## src/rtl/reg_list_writer_if.sv

```systemverilog
// ---------------------------------------------------------------------------
// reg_list_writer_if
// Bundles the request, memory-beat and register-file-write signals of
// reg_list_writer.
//   master : requester / memory side (drives start, regList, memData, memValid)
//   slave  : reg_list_writer itself (drives memReady and all write/status outputs)
// Signals:
//   start, regList      : block-load request and the register mask
//   memData, memValid   : incoming load beat
//   memReady            : block accepts a beat this cycle
//   regWrite, writeRegister, writeData : register-file write port
//   busy, done, count   : transfer status
// ---------------------------------------------------------------------------
interface reg_list_writer_if #(
   parameter int WORD_LEN  = 32,
   parameter int REG_COUNT = 16
);
   logic                 start;
   logic [REG_COUNT-1:0] regList;
   logic [WORD_LEN-1:0]  memData;
   logic                 memValid;
   logic                 memReady;
   logic                 regWrite;
   logic [3:0]           writeRegister;
   logic [WORD_LEN-1:0]  writeData;
   logic                 busy;
   logic                 done;
   logic [4:0]           count;

   modport master (
      output start, regList, memData, memValid,
      input  memReady, regWrite, writeRegister, writeData, busy, done, count
   );

   modport slave (
      input  start, regList, memData, memValid,
      output memReady, regWrite, writeRegister, writeData, busy, done, count
   );
endinterface

```

## src/rtl/reg_list_writer.sv

```systemverilog
// ---------------------------------------------------------------------------
// reg_list_writer
// Block register load: a start request latches a register mask, then each
// accepted memory beat is written to the lowest still-pending register, in
// ascending index order. done pulses with the final write (or on the cycle
// after a start with an empty mask).
// Ports:
//   clk    : clock, rising edge
//   rst    : synchronous active-high reset; aborts any transfer in progress
//   bus_if : reg_list_writer_if.slave (request, beats, write port, status)
// ---------------------------------------------------------------------------
module reg_list_writer #(
   parameter int WORD_LEN  = 32,
   parameter int REG_COUNT = 16
) (
   input  logic            clk,
   input  logic            rst,
   reg_list_writer_if.slave bus_if
);

   typedef enum logic {IDLE = 1'b0, BUSY = 1'b1} state_t;

   state_t               state_q;
   logic [REG_COUNT-1:0] pending_q;
   logic [4:0]           count_q;
   logic                 reg_write_q;
   logic [3:0]           write_register_q;
   logic [WORD_LEN-1:0]  write_data_q;
   logic                 done_q;

   logic [3:0]           low_idx_d;
   logic [REG_COUNT-1:0] pending_d;
   logic                 beat_accept;

   // Lowest set bit of the pending mask; scanning downward lets the lowest win.
   always_comb begin
      low_idx_d = '0;
      for (int i = REG_COUNT - 1; i >= 0; i--) begin
         if (pending_q[i]) begin
            low_idx_d = 4'(i);
         end
      end
   end

   // Clearing the lowest set bit: x & (x - 1).
   assign pending_d   = pending_q & (pending_q - REG_COUNT'(1));
   assign beat_accept = (state_q == BUSY) && bus_if.memValid;

   always_ff @(posedge clk) begin
      if (rst) begin
         state_q          <= IDLE;
         pending_q        <= '0;
         count_q          <= '0;
         reg_write_q      <= 1'b0;
         write_register_q <= '0;
         write_data_q     <= '0;
         done_q           <= 1'b0;
      end else begin
         // Pulses default low; writeRegister/writeData hold their last values.
         reg_write_q <= 1'b0;
         done_q      <= 1'b0;
         case (state_q)
            IDLE: begin
               if (bus_if.start) begin
                  count_q <= '0;
                  if (bus_if.regList != '0) begin
                     pending_q <= bus_if.regList;
                     state_q   <= BUSY;
                  end else begin
                     // Empty list: nothing to write, complete immediately.
                     done_q <= 1'b1;
                  end
               end
            end
            BUSY: begin
               if (beat_accept) begin
                  reg_write_q      <= 1'b1;
                  write_register_q <= low_idx_d;
                  write_data_q     <= bus_if.memData;
                  pending_q        <= pending_d;
                  count_q          <= count_q + 5'd1;
                  if (pending_d == '0) begin
                     state_q <= IDLE;
                     done_q  <= 1'b1;
                  end
               end
            end
            default: state_q <= IDLE;
         endcase
      end
   end

   assign bus_if.memReady      = (state_q == BUSY);
   assign bus_if.busy          = (state_q == BUSY);
   assign bus_if.regWrite      = reg_write_q;
   assign bus_if.writeRegister = write_register_q;
   assign bus_if.writeData     = write_data_q;
   assign bus_if.done          = done_q;
   assign bus_if.count         = count_q;

endmodule

```

## src/flat_wrapper.sv

```systemverilog
// flat-port wrapper written by rule: the top's interface ports become plain ports
module reg_list_writer_flat 
#(
   parameter int WORD_LEN  = 32,
   parameter int REG_COUNT = 16
)
  (clk, rst, bus_if_start, bus_if_regList, bus_if_memData, bus_if_memValid, bus_if_memReady, bus_if_regWrite, bus_if_writeRegister, bus_if_writeData, bus_if_busy, bus_if_done, bus_if_count);
  reg_list_writer_if #(.WORD_LEN(WORD_LEN), .REG_COUNT(REG_COUNT)) bus_if_i ();
  input  logic clk;
  input  logic rst;
  input wire logic [$bits(bus_if_i.start)-1:0] bus_if_start;
  input wire logic [$bits(bus_if_i.regList)-1:0] bus_if_regList;
  input wire logic [$bits(bus_if_i.memData)-1:0] bus_if_memData;
  input wire logic [$bits(bus_if_i.memValid)-1:0] bus_if_memValid;
  output wire logic [$bits(bus_if_i.memReady)-1:0] bus_if_memReady;
  output wire logic [$bits(bus_if_i.regWrite)-1:0] bus_if_regWrite;
  output wire logic [$bits(bus_if_i.writeRegister)-1:0] bus_if_writeRegister;
  output wire logic [$bits(bus_if_i.writeData)-1:0] bus_if_writeData;
  output wire logic [$bits(bus_if_i.busy)-1:0] bus_if_busy;
  output wire logic [$bits(bus_if_i.done)-1:0] bus_if_done;
  output wire logic [$bits(bus_if_i.count)-1:0] bus_if_count;
  assign bus_if_i.start = bus_if_start;
  assign bus_if_i.regList = bus_if_regList;
  assign bus_if_i.memData = bus_if_memData;
  assign bus_if_i.memValid = bus_if_memValid;
  assign bus_if_memReady = bus_if_i.memReady;
  assign bus_if_regWrite = bus_if_i.regWrite;
  assign bus_if_writeRegister = bus_if_i.writeRegister;
  assign bus_if_writeData = bus_if_i.writeData;
  assign bus_if_busy = bus_if_i.busy;
  assign bus_if_done = bus_if_i.done;
  assign bus_if_count = bus_if_i.count;
  reg_list_writer #(.WORD_LEN(WORD_LEN), .REG_COUNT(REG_COUNT)) u_core (.clk(clk), .rst(rst), .bus_if(bus_if_i));
endmodule
```

## config.mk

```make
export PLATFORM = sky130hd
export DESIGN_NAME = reg_list_writer_flat
export DESIGN_NICKNAME = d
export VERILOG_FILES = /design/src/rtl/reg_list_writer_if.sv /design/src/rtl/reg_list_writer.sv /design/src/flat_wrapper.sv
export SDC_FILE = /design/constraint.sdc
export NUM_CORES = 1
export LEC_CHECK = 0
export BUFFER_PORTS_ARGS = -buffer_cell sky130_fd_sc_hd__buf_2
export CAP_MARGIN = 10
export CORE_MARGIN = 8
export CORE_UTILIZATION = 45
export CTS_CLUSTER_DIAMETER = 40
export DETAILED_ROUTE_END_ITERATION = 10
export GPL_TIMING_DRIVEN = 0
export PLACE_DENSITY = 0.76
export SLEW_MARGIN = 15
export SYNTH_ARGS = -nofsm -noshare
export SYNTH_HDL_FRONTEND = slang
export SYNTH_SLANG_ARGS = --single-unit
```

## constraint.sdc

```tcl
create_clock -name clk -period 1.95 [get_ports clk]
set_input_delay 0.39 -clock clk [delete_from_list [all_inputs] [get_ports clk]]
set_output_delay 0.39 -clock clk [all_outputs]
set_load 0.005 [all_outputs]
```

; ---- Word level (Yosys, flattened, before mapping)
; Index checks and enable logic that the tools add are counted.
[word_totals]
output_inout_bits = 45
register_bits = 60
mem_count = 0
mem_bits_ro = 0
ram_bits = 0
latch_bits = 0
[classes]
multipliers = 0
eq_ne = 3
n_lt_le_gt_ge = 0
n_addsub = 2
bitwise_logic = 2
n_shift = 0
n_div = 0
n_reduce_logical = 7
n_mux = 34
[op_table]
columns = cell, n
row1 = $mux 4, 16
row2 = $mux 16, 3
row3 = $pmux 16 s2, 1
row4 = $and 16x16->16, 1
row5 = $logic_not 16->1, 1
row6 = $reduce_bool 16->1, 1
row7 = $sub 16x1->16 const B, 1
row8 = $mux 5, 2
row9 = $pmux 5 s2, 1
row10 = $mux 1, 9
row11 = $add 5x1->5 const B, 1
row12 = $ne 2x2->1 const B, 2
row13 = $pmux 1 s2, 2
row14 = $reduce_and 2->1, 2
row15 = $reduce_and 3->1, 1
row16 = $ne 2x1->1 const B, 1
row17 = $reduce_or 2->1, 1
row18 = $logic_and 1x1->1, 1
row19 = $not 1->1, 1

; ---- Depth between registers and ports, before layout
[depth]
ltp_word = 16
ltp_mapped = 7
depth_no_buf = 6

; ---- Worst setup path before layout
; Ideal clock, no wire load.
[synth_timing]
path_type = input to register
from = input bus_if_regList[3]
to = register u_core.pending_q[0]
slack_ps = -44
path_buffers = 2
setup_ps = 128
required_time_ps = 1822
stages = 6
arrival_time_ps = 1866
cell_sequence = or4_1 o41a_1 buf_6 buf_1 a21oi_1 nor2_1
[synth_between]
elab_chain_cells = 3
[synth_lines]
columns = element, line_no
row1 = "start, declared", flat_wrapper.sv:12  ; input wire logic [$bits(bus_if_i.regList)-1:0] bus_if_regList;
row2 = $reduce_bool 16->1, reg_list_writer.sv:66  ; if (bus_if.regList != '0) begin
row3 = $ne 2x1->1 (no line), --
row4 = $reduce_and 3->1 (no line), --
row5 = "end signal, assigned", reg_list_writer.sv:67  ; pending_q <= bus_if.regList;
row6 = "end signal, assigned", reg_list_writer.sv:80  ; pending_q <= pending_d;
row7 = "end, declared", reg_list_writer.sv:24  ; logic [REG_COUNT-1:0] pending_q;
; Every way passes these cells.
; A chain may end at the register's enable or synchronous reset.

; ---- Final worst setup path
[layout_timing]
from = input bus_if_regList[14]
to = register u_core.pending_q[14]
[layout_between]
elab_chain_cells = 3
word_cells_on_any_way = 6
classes_between = 1 x eq/ne / 3 x mux / 2 x reduce/logical
[layout_lines]
columns = element, line_no
row1 = $reduce_bool 16->1 or $mux 16 (tied branches), reg_list_writer.sv:66
row2 = $ne 2x1->1 (no line) or $mux 16 (tied branches), --
row3 = $reduce_and 3->1 (no line) or $pmux 16 s2 (tied branches), --
; Several ways; a longest one is shown, not always the timed one. The select of a mux whose other input is x is not followed.

==> impl_results.rst <==
.. list-table::
   :header-rows: 1

   * - Metric
     - Value
   * - Result of the run
     - finished clean
   * - Fraction of power spent switching nets
     - 0.289
   * - Clock insertion delay at the later pin of the skew report
     - 340 ps
   * - Number of violations of the max-capacitance limit
     - 0
   * - Worst Clk Skew
     - around 13 ps
   * - Crit path kind
     - in2reg
   * - Arrival time worst endpoint
     - 2140 ps
   * - Share of synthesized area occupied by flip-flops and latches
     - 0.442
   * - Share of synthesized registers carrying an async set or reset
     - 0
   * - Grt ovf
     - 0
   * - Combined global-route utilization of all metal layers
     - 0.181
   * - Number of buffers added by the clock tree synthesis step
     - 9
   * - CTS tree
     - built
   * - Die extent in x
     - between 90 and 100 um
   * - Top post-synthesis cells by area
     - sky130_fd_sc_hd__dfxtp_1, sky130_fd_sc_hd__nand2_1, sky130_fd_sc_hd__a21oi_1, sky130_fd_sc_hd__nor2_1, sky130_fd_sc_hd__a21oi_2
   * - Max-Slew Margin vs Limit
     - 0.563
   * - Achievable frequency
     - between 500 and 600 MHz
   * - Cells after DPL
     - 513
   * - Final critical path time including I/O delays and setup
     - roughly 1900 ps
   * - Average wire length per cell after detail routing
     - between 15 and 20 um
   * - Via count
     - roughly 2900
   * - Top cells by count, synth
     - sky130_fd_sc_hd__nand2_1, sky130_fd_sc_hd__dfxtp_1, sky130_fd_sc_hd__a21oi_1
   * - FF-to-FF End
     - u_core.bus_if.busy$_SDFF_PP0_
   * - Power per cell area
     - 849 nW/um^2
   * - Cts hold-fix bufs
     - 0
   * - Setup repair after global routing missed its margin
     - no
   * - Share of power burned in combinational logic
     - 0.182
   * - Pre-Repair DR Iteration Count
     - 5
   * - Final cell count without fillers
     - around 530
   * - Proportion of layout cells with a drive suffix above 1
     - 0.352
   * - Number of port buffers
     - 95
   * - Initial cell density of the core
     - 0.461
   * - Net switching power of the design
     - 0.878 mW
   * - Reg2Reg Setup Slack
     - roughly 80 ps
   * - Post-detailed-placement half-perimeter wirelength
     - just under 6 mm
   * - Leakage Power
     - between 1.5 and 2 nW
   * - Final setup TNS
     - 0 ps
   * - Count of unique library cells instantiated by Yosys
     - between 50 and 60
   * - Final worst hold slack
     - just under 300 ps
   * - Remaining antenna violation count
     - 0
   * - Critical path, cell by cell
     - buf_2 > or4_4 > o41a_1 > buf_6 > nor2_8 > buf_12 > o21ai_1 > a21oi_2
   * - Type of the worst min-delay path
     - in2reg
   * - Clock H-tree levels
     - 3
   * - Total routed wirelength
     - ~8.2 mm
   * - Actual transition at the worst max-transition pin
     - around 660 ps
   * - Critical path's largest stage delay
     - 530 ps
   * - Sequential Power Share
     - 0.445
   * - Cells after synthesis
     - 343
   * - Syn nets
     - about 400
   * - Final design utilization
     - 0.608
   * - Cell accounting for the most synthesized area
     - sky130_fd_sc_hd__dfxtp_1
   * - Kind of end point of the critical path
     - flip-flop
   * - Area share of the largest cell type after synthesis
     - 0.442
   * - Routability-driven placement congestion ratio
     - 0.914
   * - Number of antenna violations at the first check in global routing
     - 0
   * - Launch point of the worst hold path
     - bus_if_memData[3]
   * - Diodes inserted
     - 0
   * - Maximum fanout along the worst path
     - 10
   * - Number of flops mapped to enable cells by yosys
     - 0
   * - Number of slew-limit violations in the final report
     - 0
   * - Violation count after the first detailed-route iteration
     - a little under 200
   * - Synthesis-stage register bit count
     - 60
   * - Worst Hold End
     - u_core.bus_if.writeData[3]$_SDFFE_PP0P_
   * - Kind of start point of the critical path
     - primary input
   * - Count of filler cells inserted in the layout
     - 540
   * - Most frequent cell after synthesis
     - sky130_fd_sc_hd__nand2_1
   * - Pin count of the biggest net entering global routing
     - 14
   * - Wire length of the first global-routing pass
     - about 13 mm
   * - Fin nets
     - 506
   * - Cell depth of the worst hold path
     - 3
   * - Area growth from synthesis to layout
     - 31.7%
   * - Data required time at the worst endpoint
     - about 2200 ps
   * - Vertical extent of the die
     - between 90 and 100 um
   * - Internal power
     - 2.16 mW
   * - Final Hold Vio Count
     - 0
   * - Area of the core
     - roughly 5900 sq um
   * - Total setup violations reported at the end of the flow
     - 0
   * - Final non-filler cell area
     - roughly 3600 sq um
   * - Cell Area, Synth
     - 2720 sq um
   * - Leading register cell type out of synthesis
     - sky130_fd_sc_hd__dfxtp_1
   * - Critical register-to-register path startpoint
     - u_core.pending_q[11]$_SDFFE_PP0P_
   * - Number of sinks driven by the clock tree
     - 60
   * - Synthesized area divided by synthesized cell count
     - ~8 sq um
   * - Warnings from Yosys
     - 0
   * - Die area
     - 8780 sq um
   * - Fraction of the cycle the final worst path needs
     - 0.969
   * - Boundary Pins
     - between 90 and 100
   * - Via count of the first global-routing pass
     - around 2600
   * - Placement Cell Area
     - 3290 sq um
   * - Largest vdd supply drop
     - roughly 0.00050 V
   * - Detail-routed via count per cell
     - approximately 5.4
   * - Placement row count
     - 28
   * - Buffers from clock root to sink, at most
     - 2
   * - Depth of the worst register-to-register path
     - 6
   * - Slowest stage cell on the critical path
     - sky130_fd_sc_hd__or4_4
   * - Share of total power in the clock network
     - 0.373
   * - Detailed-route DRC error count
     - 0
   * - Clk Tree Root Cell
     - sky130_fd_sc_hd__clkbuf_8
   * - Clock-pin slew on the worst setup and hold paths
     - ~70 ps
state kept, by name (all words and copies together), names as in the netlist:
| name | count |
|---|---|
| u_core.bus_if.writeRegister | 4 |
| u_core.bus_if.done | 1 |
| u_core.pending_q | 16 |
| u_core.bus_if.count | 5 |
| u_core.bus_if.writeData | 32 |
| u_core.bus_if.regWrite | 1 |
| u_core.bus_if.busy | 1 |
per-stage QoR:
stage               total power [mW]  setup WS (ps)
floorplan                       1.68          -34.0
global placement                1.86           -250
detailed placement              1.87           -280
CTS                             3.01           23.7
global route                    3.17           3.98
finish                          3.04           60.7
power by group through the flow:
stage | sequential, mW | combinational [mW] | clock, mW
detailed placement | 1.36 | 0.507 | 0
CTS | 1.34 | 0.525 | 1.15
global placement | 1.36 | 0.499 | 0
finish | 1.35 | 0.552 | 1.13
global route | 1.36 | 0.606 | 1.20
floorplan | 1.36 | 0.329 | 0
area by class of cell:
class	instances	area (sq um)	area share
multi-input combinational	254	1410	0.394
sequential	60	1210	0.338
clock inverter	6	63.8	0.0178
buffer	22	120	0.0336
timing repair buffer	102	528	0.148
clock buffer	10	138	0.0385
inverter	4	15.0	0.00420
tap	75	93.8	0.0262
worst max-delay path: cells and delay by family:
kind	cells	cell delay, ps
AND/OR/NAND/NOR	2	660
buffers and inverters	3	410
AO/OA/AOI/OAI	3	670
routing by layer:
layer	GRT usage	wire, um	vias up
met3	0.0512	646	26
met1	0.213	3430	1307
li1	-	-	1410
met4	0.0885	206	0
met5	0	0	-
met2	0.295	3910	122
cells by family after synthesis:
logic type	share of synthesized area
simple gates	0.257
mux	0.00369
buf+inv	0.0521
compound gates	0.236
fa+ha+maj	0.00829
flops	0.442
worst max path at each step:
| stage | start | endpoint |
|---|---|---|
| final | bus_if_regList[14] | u_core.pending_q[14]$_SDFFE_PP0P_ |
| after global routing | bus_if_regList[14] | u_core.pending_q[14]$_SDFFE_PP0P_ |
| after CTS | u_core.pending_q[6]$_SDFFE_PP0P_ | u_core.bus_if.busy$_SDFF_PP0_ |
| after detailed placement | bus_if_regList[14] | u_core.pending_q[14]$_SDFFE_PP0P_ |
| after global placement | bus_if_regList[3] | u_core.pending_q[13]$_SDFFE_PP0P_ |
| after floorplan | bus_if_regList[14] | u_core.pending_q[7]$_SDFFE_PP0P_ |
what timing repair did:
item | CTS | global route
gates cloned | 0 | 0
setup buffers | 3 | 4
endpoints found under the setup margin | 34 | 4
gates resized for setup | 6 | 10
pin swaps | 3 | 4
layout by cell type (no fill, tap or decap), types with 3 or more instances in the layout:
cell type / instances
sky130_fd_sc_hd__nor3_1: 5
sky130_fd_sc_hd__nor2_1: 34
sky130_fd_sc_hd__buf_4: 8
sky130_fd_sc_hd__a21o_1: 5
sky130_fd_sc_hd__dfxtp_2: 7
sky130_fd_sc_hd__clkbuf_8: 10
sky130_fd_sc_hd__o21ai_2: 6
sky130_fd_sc_hd__nor4_4: 3
sky130_fd_sc_hd__nand2_1: 83
sky130_fd_sc_hd__dfxtp_1: 53
sky130_fd_sc_hd__a22oi_1: 4
sky130_fd_sc_hd__nand3_1: 5
sky130_fd_sc_hd__buf_2: 100
sky130_fd_sc_hd__or4_4: 3
sky130_fd_sc_hd__a21oi_1: 48
sky130_fd_sc_hd__a21oi_2: 10
sky130_fd_sc_hd__o21ai_0: 5
sky130_fd_sc_hd__clkbuf_1: 13
sky130_fd_sc_hd__inv_1: 4
sky130_fd_sc_hd__o21ai_1: 5
Note: power is estimated with default switching activity, not from simulation.
